$ cat src/rtl/pipe_skid_reg_if.sv
// Valid/ready stream bundle. The producer side uses the master modport and the
// consumer side uses the slave modport.
interface pipe_skid_reg_if #(
   parameter int unsigned WIDTH = 32
);
   logic             valid;
   logic             ready;
   logic [WIDTH-1:0] data;

   modport master (output valid, output data, input ready);
   modport slave  (input valid, input data, output ready);
endinterface

$ cat src/rtl/pipe_skid_reg.sv
// Elastic pipeline register: a registered main entry plus one skid entry, so the
// stage keeps full throughput while out_data/out_valid come straight from flops.
module pipe_skid_reg #(
   parameter int unsigned      WIDTH       = 32,
   parameter logic [WIDTH-1:0] RESET_VALUE = '0
) (
   input  logic                    clk,
   input  logic                    reset,
   input  logic                    flush,
   pipe_skid_reg_if.slave          in_if,
   pipe_skid_reg_if.master         out_if,
   output logic [1:0]              count
);

   // Encoding equals occupancy so count is a direct flop output.
   typedef enum logic [1:0] {
      StEmpty = 2'd0,
      StBusy  = 2'd1,
      StFull  = 2'd2
   } state_e;

   state_e           state_q, state_d;
   logic [WIDTH-1:0] main_q, main_d;
   logic [WIDTH-1:0] skid_q, skid_d;
   logic             in_fire, out_fire;

   assign in_if.ready  = (state_q != StFull) & ~flush;
   assign out_if.valid = (state_q != StEmpty);
   assign out_if.data  = main_q;
   assign count        = state_q;

   assign in_fire  = in_if.valid & in_if.ready;
   assign out_fire = out_if.valid & out_if.ready;

   always_comb begin
      state_d = state_q;
      main_d  = main_q;
      skid_d  = skid_q;
      unique case (state_q)
         StEmpty: begin
            if (in_fire) begin
               state_d = StBusy;
               main_d  = in_if.data;
            end
         end
         StBusy: begin
            if (in_fire && out_fire) begin
               main_d = in_if.data;
            end else if (in_fire) begin
               state_d = StFull;
               skid_d  = in_if.data;
            end else if (out_fire) begin
               state_d = StEmpty;
            end
         end
         StFull: begin
            if (out_fire) begin
               state_d = StBusy;
               main_d  = skid_q;
               skid_d  = RESET_VALUE;
            end
         end
         default: state_d = StEmpty;
      endcase
      // A word handed off in a flush cycle already belongs to the downstream.
      if (flush) begin
         state_d = StEmpty;
         main_d  = RESET_VALUE;
         skid_d  = RESET_VALUE;
      end
   end

   always_ff @(posedge clk or posedge reset) begin
      if (reset) begin
         state_q <= StEmpty;
         main_q  <= RESET_VALUE;
         skid_q  <= RESET_VALUE;
      end else begin
         state_q <= state_d;
         main_q  <= main_d;
         skid_q  <= skid_d;
      end
   end

endmodule

$ cat src/flat_wrapper.sv
// flat-port wrapper written by rule: the top's interface ports become plain ports
module pipe_skid_reg_flat 
#(
   parameter int unsigned      WIDTH       = 32,
   parameter logic [WIDTH-1:0] RESET_VALUE = '0
)
  (clk, reset, flush, count, in_if_valid, in_if_data, in_if_ready, out_if_valid, out_if_data, out_if_ready);
  pipe_skid_reg_if #(.WIDTH(WIDTH)) in_if_i ();
  pipe_skid_reg_if #(.WIDTH(WIDTH)) out_if_i ();
  input  logic clk;
  input  logic reset;
  input  logic flush;
  output logic [1:0] count;
  input wire logic [$bits(in_if_i.valid)-1:0] in_if_valid;
  input wire logic [$bits(in_if_i.data)-1:0] in_if_data;
  output wire logic [$bits(in_if_i.ready)-1:0] in_if_ready;
  output wire logic [$bits(out_if_i.valid)-1:0] out_if_valid;
  output wire logic [$bits(out_if_i.data)-1:0] out_if_data;
  input wire logic [$bits(out_if_i.ready)-1:0] out_if_ready;
  assign in_if_i.valid = in_if_valid;
  assign in_if_i.data = in_if_data;
  assign in_if_ready = in_if_i.ready;
  assign out_if_valid = out_if_i.valid;
  assign out_if_data = out_if_i.data;
  assign out_if_i.ready = out_if_ready;
  pipe_skid_reg #(.WIDTH(WIDTH), .RESET_VALUE(RESET_VALUE)) u_core (.clk(clk), .reset(reset), .flush(flush), .in_if(in_if_i), .out_if(out_if_i), .count(count));
endmodule
$ cat config.mk
export PLATFORM = sky130hd
export DESIGN_NAME = pipe_skid_reg_flat
export DESIGN_NICKNAME = d
export VERILOG_FILES = /design/src/rtl/pipe_skid_reg_if.sv /design/src/rtl/pipe_skid_reg.sv /design/src/flat_wrapper.sv
export SDC_FILE = /design/constraint.sdc
export NUM_CORES = 1
export LEC_CHECK = 0
export ABC_AREA = 1
export BUFFER_PORTS_ARGS = -buffer_cell sky130_fd_sc_hd__buf_2
export CAP_MARGIN = 15
export CORE_MARGIN = 2
export CORE_UTILIZATION = 55
export DETAILED_ROUTE_END_ITERATION = 10
export GPL_TIMING_DRIVEN = 0
export HOLD_SLACK_MARGIN = 0.12
export PLACE_DENSITY = 0.81
export SYNTH_ARGS = -nofsm -noshare
export SYNTH_HDL_FRONTEND = slang
export SYNTH_SLANG_ARGS = --single-unit
$ cat constraint.sdc
create_clock -name clk -period 5.2 [get_ports clk]
set_input_delay 0.52 -clock clk [delete_from_list [all_inputs] [get_ports clk]]
set_output_delay 0.52 -clock clk [all_outputs]
set_load 0.02 [all_outputs]
==> results of run 1 <==
-- power groups by stage --
| stage | logic (mW) | clock network (mW) | registers, mW |
|---|---|---|---|
| after floorplan | 0.168 | 0 | 0.678 |
| after detailed placement | 0.323 | 0 | 0.632 |
| after global placement | 0.315 | 0 | 0.629 |
| final | 0.321 | 0.451 | 0.624 |
| after global routing | 0.360 | 0.476 | 0.632 |
| after CTS | 0.324 | 0.454 | 0.623 |
-- area by class of cell --
cell class,count,area [um2]
plain buffers,29,161
clock buffers,13,169
clock inverters,2,35.0
fillers,520,1890
inverters,39,146
multi-input cells,318,1360
flip-flops and latches,66,1650
well taps,75,93.8
repair buffers,73,380
-- cells in the final DEF, fill, tap and decap left out, drive strengths merged --
master / Yosys / layout
clkinv: 0 / 1
buf: 27 / 100
clkbuf: 2 / 15
nand2: 203 / 203
o211ai: 1 / 1
o21ai: 32 / 32
nor2: 38 / 38
a21oi: 1 / 1
bufinv: 0 / 1
nand3: 7 / 7
nand4: 36 / 36
inv: 39 / 39
dfrtp: 66 / 66
-- worst max-delay path by stage --
stage / startpoint / depth (start not counted) / to / slack (ns)
floorplan: reset / 1 / u_core.count[0] / 3.03
CTS: u_core.count[0] / 4 / in_if_ready / 3.39
global placement: reset / 2 / u_core.out_if.data[21] / 2.21
detailed placement: flush / 7 / u_core.out_if.data[1] / 3.43
finish: u_core.count[0] / 4 / in_if_ready / 3.37
global route: u_core.count[0] / 4 / in_if_ready / 3.29
-- layer usage --
metal | vias up | wire, um | GRT usage
met5 | - | 0 | 0
met4 | 0 | 79 | 0.100
met3 | 8 | 553 | 0.0505
met2 | 119 | 3670 | 0.434
met1 | 1464 | 3620 | 0.346
li1 | 1582 | - | -
-- cell families (layout without fill, tap and decap cells) --
family	Yosys count	count (layout)	synth area share
flip-flops	66	66	0.498
AO/OA/AOI/OAI	34	34	0.0520
AND/OR/NAND/NOR	284	284	0.358
buffers and inverters	68	156	0.0927
-- flip-flops by register name, summed over array words and instances, names as in the netlist --
signal / cells
u_core.count: 2
u_core.skid_q: 32
u_core.out_if.data: 32
-- per-stage QoR --
stage	hold WS (ns)	worst slack [ns]
detailed placement	0.454	3.43
finish	0.264	3.37
CTS	0.279	3.39
global placement	0.450	2.21
floorplan	0.442	3.03
global route	0.334	3.29
-- critical path: stages (launching register included) --
cell     delay (ns)
dfrtp_1        0.37
buf_4          0.17
inv_2          0.04
a21oi_1        0.18
buf_2          0.20
==> results.py, run 1 <==
metrics = {
    "timing": {
        "rsz0062_at_grt": "no",
        "min_period_ns": 1.83,
        "slew_headroom": 0.561,
        "fmax_ghz": 0.548,
        "timing.final.crit_share": 0.351,
        "setup_tns_ns": 0,
        "hold_viol": 0,
        "finalMaxSlewViolations": 0,
        "setup_viol": 0,
        "finClkSkew_ns": 0.00905,
        "tightest_slew_ns": 0.658,
    },
    "run": {
        "drv_cap": 0,
    },
    "floorplanning": {
        "floorplan.initialDensity": 0.564,
        "io_pins": 73,
        "core-area_mm2": 0.00589,
        "dieWidth_um": 81.7,
        "die_area_mm2": 0.00667,
        "placementRows": 28,
        "die_h_um": 81.7,
    },
    "clocking": {
        "cts_buffers": 9,
        "clk_path_buf_depth": 2,
        "clkTransAtPathRegs_ns": 0.07,
        "clock_latency_ns": 0.35,
        "post_cts_resized": 0,
        "cts_setup_buffers": 0,
        "ctsHoldBuffers": 0,
        "clock-sinks": 66,
        "cts_root_buf": "clkbuf_8",
        "htreeDepth": 3,
        "cts_tree": "yes",
    },
    "global_routing": {
        "grt_pass1_wl_mm": 13.5,
        "grt_max_degree": 38,
        "antenna_found_initial": 0,
        "grt_usage": 0.263,
        "grt-ovfl-total": 0,
        "grt_pass1_vias": 3027,
    },
    "setup_path": {
        "cp.required_ns": 4.68,
        "cp_max_fo": 9,
        "crit_arrival_ns": 1.31,
        "worstSetupPathType": "reg2out",
        "ff2ff_setup_slack_ns": 3.50,
        "reg2reg_from": "u_core.count[0]",
        "start_kind": "flip-flop",
        "r2r-end": "u_core.out_if.data[9]",
        "critPathCaptureType": "output port",
        "rr_worst_depth": 7,
    },
    "outcome": {
        "status": "completed",
    },
    "power": {
        "peakVddDrop_mv": 0.222,
        "powerDensity_mw_per_mm2": 349,
        "power.total_mw": 1.40,
        "leakage_nw": 2.33,
        "p_int_uw": 950,
        "p_switching_uw": 447,
        "seqPwrFrac": 0.447,
        "p_comb_frac": 0.230,
        "p_clk_frac": 0.323,
        "swShare": 0.320,
    },
    "placement": {
        "io_buffers": 72,
        "placed_cells": 600,
        "hpwlAfterDp_mm": 5.45,
        "placed_area_mm2": 0.00379,
        "place_congestion": 0.822,
    },
    "drt": {
        "drc": 0,
        "routed_wl_mm": 7.93,
        "vias": 3173,
        "wl_per_cell_um": 12.9,
        "drt_iter0_drc": 189,
        "drtPass1Iterations": 4,
        "via_per_inst": 5.16,
        "antenna_left": 0,
    },
    "synth": {
        "synth_top_area_frac": 0.498,
        "yosysTopAreaCell": "dfrtp_1",
        "netlist_area_mm2": 0.00332,
        "synthCells": 452,
        "seq_area_frac_synth": 0.498,
        "synth.most_common_cell": "nand2_1",
        "ys_warn_count": 0,
        "synthTopCellsByCount": "201 x nand2_1, 66 x dfrtp_1, 37 x inv_1",
        "synth_top_cells_by_area": "dfrtp_1 50%, nand2_1 23%, nand4_1 6.8%, o21ai_0 4.4%, inv_1 4.2%",
        "synth.ff_latch_count": 66,
        "synth_ff_type": "dfrtp_1",
        "synth_edf_count": 0,
        "syn_avg_cell_area_um2": 7.34,
        "syn-num-nets": 489,
        "async_flop_share": 1.00,
        "ys_types": 19,
    },
    "layout": {
        "antenna_cells": 0,
        "final_cells": 615,
        "final_cell_area_mm2": 0.00400,
        "drive_above_1_share": 0.222,
        "utilization": 0.679,
        "fin_nets": 573,
        "synthToLayoutAreaGrowth_pct": 20.4,
    },
    "min_path": {
        "hold_path.class": "in2async",
    },
}
Power figures use the tool's default switching activity.
==> run 2, diff against run 1 <==
Settings changed: ABC_AREA 1 to 0, PLACE_DENSITY 0.81 to 0.8.
Clock period 5.2 ns to 1.7 ns, I/O delays scaled along.
==> run 2 against run 1 <==
Against the previous run:
- the run now ends with setup timing left
- count of clock-buffer cells in the layout shrank 2
- first-iteration DRC count increased by 1.6%
- worst setup slack worse by 3.4 ns
- non-clock buffer count grew 18
- via count is 12% lower
- sequential share of layout area down 4.0 points
- clock power is 140% higher
- combinational power grew to 2.5 times the previous value
- critical path depth increased by 2
- largest cell class unchanged
- critical path type is now reg2reg
- highest routed layer unchanged
- power grew to 2.6 times the previous value
- area after synthesis increased by 7.9%
- die area grew 7.5%
==> results.py, run 2 <==
metrics = {
    "timing": {
        "timing.final.crit_share": 1.01,
        "finClkSkew_ns": 0.00583,
        "whs_ns": 0.145,
        "tightest_slew_ns": 0.740,
        "hold_viol": 0,
        "fmax_ghz": 0.580,
        "setup_slack_ns": -0.0231,
        "setup_viol": 29,
        "slew_headroom": 0.505,
        "min_period_ns": 1.72,
        "rsz0062_at_grt": "yes",
        "finalMaxSlewViolations": 0,
    },
    "global_routing": {
        "grt_pass1_wl_mm": 13.8,
        "antenna_found_initial": 0,
        "grt_usage": 0.242,
        "grt-ovfl-total": 0,
        "grt_pass1_vias": 2861,
        "grt_max_degree": 35,
    },
    "outcome": {
        "violations": "setup timing",
        "status": "complete, but fails checks",
    },
    "run": {
        "drv_cap": 0,
    },
    "synth": {
        "synth_top_area_frac": 0.461,
        "async_flop_share": 1.00,
        "synth_ff_type": "dfrtp_1",
        "ys_types": 25,
        "yosysTopAreaCell": "dfrtp_1",
        "synthCells": 308,
        "synth_top_cells_by_area": "dfrtp_1 46%, mux2_2 18%, or4bb_1 10%, o31ai_1 6.7%, nor3_1 4.6%",
        "synth.most_common_cell": "dfrtp_1",
        "synth_edf_count": 0,
        "netlist_area_mm2": 0.00358,
        "syn_avg_cell_area_um2": 11.6,
        "synth.ff_latch_count": 66,
        "seq_area_frac_synth": 0.461,
        "ys_warn_count": 0,
        "synthTopCellsByCount": "66 x dfrtp_1, 57 x mux2_2, 34 x inv_1",
        "syn-num-nets": 345,
    },
    "layout": {
        "final_cell_area_mm2": 0.00443,
        "mostFrequentLayoutCell": "buf_2",
        "final_cell_mix": "80 x buf_2, 65 x dfrtp_1, 53 x mux2_2, 33 x inv_1, 33 x nor3_1",
        "synthToLayoutAreaGrowth_pct": 23.8,
        "antenna_cells": 0,
        "drive_above_1_share": 0.468,
        "fin_nets": 444,
        "final_cells": 485,
        "utilization": 0.702,
    },
    "placement": {
        "place_congestion": 0.776,
        "placed_area_mm2": 0.00406,
        "hpwlAfterDp_mm": 5.54,
        "pre_cts_ws_ns": -0.153,
        "placed_cells": 457,
        "io_buffers": 71,
    },
    "power": {
        "powerDensity_mw_per_mm2": 830,
        "leakage_nw": 2.20,
        "peakVddDrop_mv": 0.556,
    },
    "floorplanning": {
        "io_pins": 73,
        "floorplan.initialDensity": 0.567,
        "dieWidth_um": 84.7,
        "die_h_um": 84.7,
        "placementRows": 29,
        "die_area_mm2": 0.00717,
        "core-area_mm2": 0.00631,
    },
    "setup_path": {
        "crit_arrival_ns": 1.94,
        "critPathCaptureType": "flip-flop",
        "cp_max_fo": 7,
        "worstSetupPathType": "reg2reg",
        "cp.required_ns": 1.91,
        "start_kind": "flip-flop",
    },
    "drt": {
        "antenna_left": 0,
        "drc": 0,
        "via_per_inst": 5.76,
        "drtPass1Iterations": 4,
        "vias": 2792,
        "wl_per_cell_um": 17.1,
        "routed_wl_mm": 8.29,
        "drt_iter0_drc": 192,
    },
    "clocking": {
        "clock-sinks": 66,
        "clk_path_buf_depth": 2,
        "cts_root_buf": "clkbuf_8",
        "cts_buffers": 9,
        "clkTransAtPathRegs_ns": 0.06,
        "clock_latency_ns": 0.33,
        "htreeDepth": 3,
        "cts_tree": "yes",
    },
    "min_path": {
        "hold_path.class": "in2reg",
    },
}
==> run 2: repair_timing <==
action                     CTS  global route
pin swaps                    2             0
setup buffers                9             6
hold buffers                 1             0
hold endpoints to repair    32             0
resized for setup           15            22
setup endpoints to repair   63            60
gates cloned                 1             0
==> run 2: worst max-delay path: stages (launching register included) <==
cell and delay (ns):
dfrtp_2 0.41, buf_6 0.13, and2b_4 0.18, a221oi_4 0.25
buf_4 0.18, buf_4 0.13, mux2_2 0.33
==> run 2: area by class of cell <==
| type | count | area (um2) |
|---|---|---|
| Sequential cell | 66 | 1650 |
| Fill cell | 466 | 1880 |
| Multi-Input combinational cell | 176 | 1630 |
| Timing Repair Buffer | 89 | 526 |
| Clock inverter | 1 | 5.00 |
| Buffer | 31 | 246 |
| Inverter | 34 | 131 |
| Tap cell | 77 | 96.3 |
| Clock buffer | 11 | 141 |
==> run 2: routing by layer <==
| metal | GRT usage | share of wire | vias to the layer above |
|---|---|---|---|
| li1 | - | - | 1310 |
| met4 | 0.0924 | 0.018 | 0 |
| met3 | 0.0423 | 0.039 | 15 |
| met1 | 0.319 | 0.44 | 1392 |
| met5 | 0 | 0 | - |
| met2 | 0.399 | 0.50 | 75 |
==> run 2: through the flow <==
| step | total power, mW | TNS [ns] |
|---|---|---|
| 5_1_grt | 3.84 | -1.48 |
| 3_5_place_dp | 2.55 | -4.42 |
| 3_3_place_gp | 2.52 | -3.61 |
| 2_1_floorplan | 2.31 | -1.53 |
| 4_1_cts | 3.65 | 0 |
| 6_report | 3.68 | -0.310 |
==> run 2: worst paths after layout <==
| check | from | endpoint | slack, ns | cells past startpoint |
|---|---|---|---|---|
| hold / removal | out_if_ready | u_core.count[1] | 0.14 | 2 |
| hold reg to reg | u_core.out_if.data[25] | u_core.out_if.data[25] | 0.49 | 1 |
| min in group asynchronous | reset | u_core.out_if.data[0] | 0.51 | 3 |
| max in group asynchronous | reset | u_core.count[1] | 0.58 | 4 |
| setup / recovery | u_core.count[1] | u_core.skid_q[27] | -0.02 | 6 |
| setup reg to reg | u_core.count[1] | u_core.skid_q[27] | -0.02 | 6 |
==> run 2: report_power, final <==
group          internal (mW)  total [mW]  switching, mW
Combinational          0.389       0.804          0.415
Clock                  0.535        1.09          0.553
Sequential              1.72        1.79         0.0670
==> run 2: kinds of logic (layout without fill, tap and decap cells) <==
kind of cell | Yosys count | in the layout | share of synthesized area
DFF | 66 | 66 | 0.461
AOI/OAI and AO/OA | 37 | 37 | 0.0828
muxes | 65 | 65 | 0.204
buffers and inverters | 66 | 166 | 0.0887
and+or+nand+nor | 74 | 74 | 0.163
==> run 3, diff against run 2 <==
Settings changed: ABC_AREA 0 to unset, CTS_BUF_LIST set to sky130_fd_sc_hd__clkbuf_8 sky130_fd_sc_hd__clkbuf_16.
==> run 3 against run 2 <==
Against the previous run:
- utilization is the same
- sequential share of layout area did not move
- the run still ends with setup timing left
- via count rose by 0.21%
- highest routed layer unchanged
- critical endpoint unchanged
- global-route usage is the same
- critical path type unchanged
==> results.py, run 3 (same netlist as run 2, synthesis figures left out) <==
metrics = {
    "global_routing": {
        "grt_max_degree": 35,
        "grt_pass1_vias": 2861,
        "grt_usage": 0.242,
        "grt_pass1_wl_mm": 13.8,
        "antenna_found_initial": 0,
        "use_met3": 0.0423,
        "use_met2": 0.399,
        "grt_use_met1": 0.319,
        "grt-ovfl-total": 0,
        "grt-busiest-layer": "met2",
    },
    "clocking": {
        "clk_path_buf_depth": 2,
        "clkTransAtPathRegs_ns": 0.06,
        "cts_root_buf": "clkbuf_8",
        "htreeDepth": 3,
        "cts_tree": "yes",
        "clock-sinks": 66,
        "cts_buffers": 9,
        "clock_latency_ns": 0.33,
    },
    "layout": {
        "antenna_cells": 0,
        "synthToLayoutAreaGrowth_pct": 23.8,
        "mostFrequentLayoutCell": "buf_2",
        "final_cell_area_mm2": 0.00443,
        "drive_above_1_share": 0.468,
        "fin_nets": 444,
        "final_cell_mix": "80 x buf_2, 65 x dfrtp_1, 53 x mux2_2, 34 x inv_1, 33 x nor3_1",
    },
    "placement": {
        "place_congestion": 0.776,
        "placed_area_mm2": 0.00406,
        "hpwlAfterDp_mm": 5.54,
        "io_buffers": 71,
        "pre_cts_ws_ns": -0.153,
    },
    "timing": {
        "fmax_ghz": 0.580,
        "rsz0062_at_grt": "yes",
        "slew_headroom": 0.505,
        "hold_viol": 0,
        "setup_slack_ns": -0.0231,
        "tightest_slew_ns": 0.740,
        "setup_viol": 29,
        "finClkSkew_ns": 0.00584,
        "min_period_ns": 1.72,
        "timing.final.crit_share": 1.01,
        "finalMaxSlewViolations": 0,
    },
    "power": {
        "p_int_mw": 2.64,
        "p_comb_frac": 0.219,
        "seqPwrFrac": 0.486,
        "swShare": 0.282,
        "p_clk_frac": 0.295,
        "p_switching_mw": 1.04,
        "peakVddDrop_mv": 0.556,
        "leakage_nw": 2.20,
        "powerDensity_mw_per_mm2": 829,
    },
    "setup_path": {
        "path_delay_family": "buffers and inverters",
        "ff2ff_setup_slack_ns": -0.02,
        "crit_arrival_ns": 1.94,
        "cp_max_fo": 7,
        "critPathCaptureType": "flip-flop",
        "path_common_cell": "buf_4",
        "cp_slowest_cell": "dfrtp_2",
        "critPathBufInv": 3,
        "cp.depth": 6,
        "worstSetupPathType": "reg2reg",
        "start_kind": "flip-flop",
        "cp.required_ns": 1.91,
        "rr_worst_depth": 6,
        "crit_path_max_incr_delay_ns": 0.41,
        "crit_path_cell_trace": "buf_6, and2b_4, a221oi_4, buf_4, buf_4, mux2_2",
    },
    "min_path": {
        "whs_path_depth": 2,
        "hold_path.class": "in2reg",
    },
    "floorplanning": {
        "dieWidth_um": 84.7,
        "die_h_um": 84.7,
        "die_area_mm2": 0.00717,
        "core-area_mm2": 0.00631,
        "io_pins": 73,
        "floorplan.initialDensity": 0.567,
        "placementRows": 29,
    },
    "drt": {
        "drtPass1Iterations": 4,
        "drc": 0,
        "wl_per_cell_um": 17.1,
        "antenna_left": 0,
        "drt_iter0_drc": 192,
        "routed_wl_mm": 8.30,
        "via_per_inst": 5.77,
        "vias": 2798,
    },
    "outcome": {
        "status": "complete, but fails checks",
        "violations": "setup timing",
    },
    "run": {
        "drv_cap": 0,
    },
}
## run 3: changes by cell type in the layout (fill, tap and decap cells not counted)
cell and delta:
inv_1 +1, clkbuf_1 -1
## run 3: repair_timing
action | 4_1_cts | 5_1_grt
hold buffers | 1 | 0
endpoints found under the hold margin | 32 | 0
pin swaps | 2 | 0
buffers inserted | 9 | 6
gates cloned | 1 | 0
gates resized for setup | 15 | 22
setup endpoints to repair | 63 | 60
## run 3: per-stage QoR
stage / cells / utilization / TNS (ns) / total power [mW] / hold slack (ns)
after floorplan: 308 / - / -1.53 / 2.31 / 0.237
after global placement: 456 / 0.641 / -3.61 / 2.52 / 0.456
after detailed placement: 457 / 0.644 / -4.42 / 2.55 / 0.339
after CTS: 480 / 0.688 / 0 / 3.65 / 0.122
after global routing: 485 / 0.702 / -1.48 / 3.83 / 0.136
final: 485 / 0.702 / -0.306 / 3.68 / 0.144
## run 3: power groups by stage
stage	Sequential [mW]	Clock (mW)	Combinational (mW)
final	1.79	1.08	0.804
after global routing	1.81	1.16	0.866
after CTS	1.79	1.09	0.773
after detailed placement	1.82	0	0.734
after global placement	1.81	0	0.712
after floorplan	1.90	0	0.414
## run 3: path summary, 6_finish.rpt
path,from,endpoint
min,out_if_ready,u_core.count[1]
min reg2reg,u_core.out_if.data[25],u_core.out_if.data[25]
min in group asynchronous,reset,u_core.out_if.data[0]
max reg2reg,u_core.count[1],u_core.skid_q[27]
max,u_core.count[1],u_core.skid_q[27]
max in group asynchronous,reset,u_core.count[1]
## run 3: final cells by class
class	count	area [um2]
inverters	34	131
well taps	77	96.3
multi-input cells	176	1630
flip-flops and latches	66	1650
clock inverters	2	8.76
clock buffers	10	138
plain buffers	31	246
repair buffers	89	526
fillers	466	1880
## run 3: per-layer routing
metal | wire [um] | share of wire
met1 | 3690 | 0.44
met3 | 329 | 0.040
met5 | 0 | 0
met4 | 151 | 0.018
met2 | 4130 | 0.50
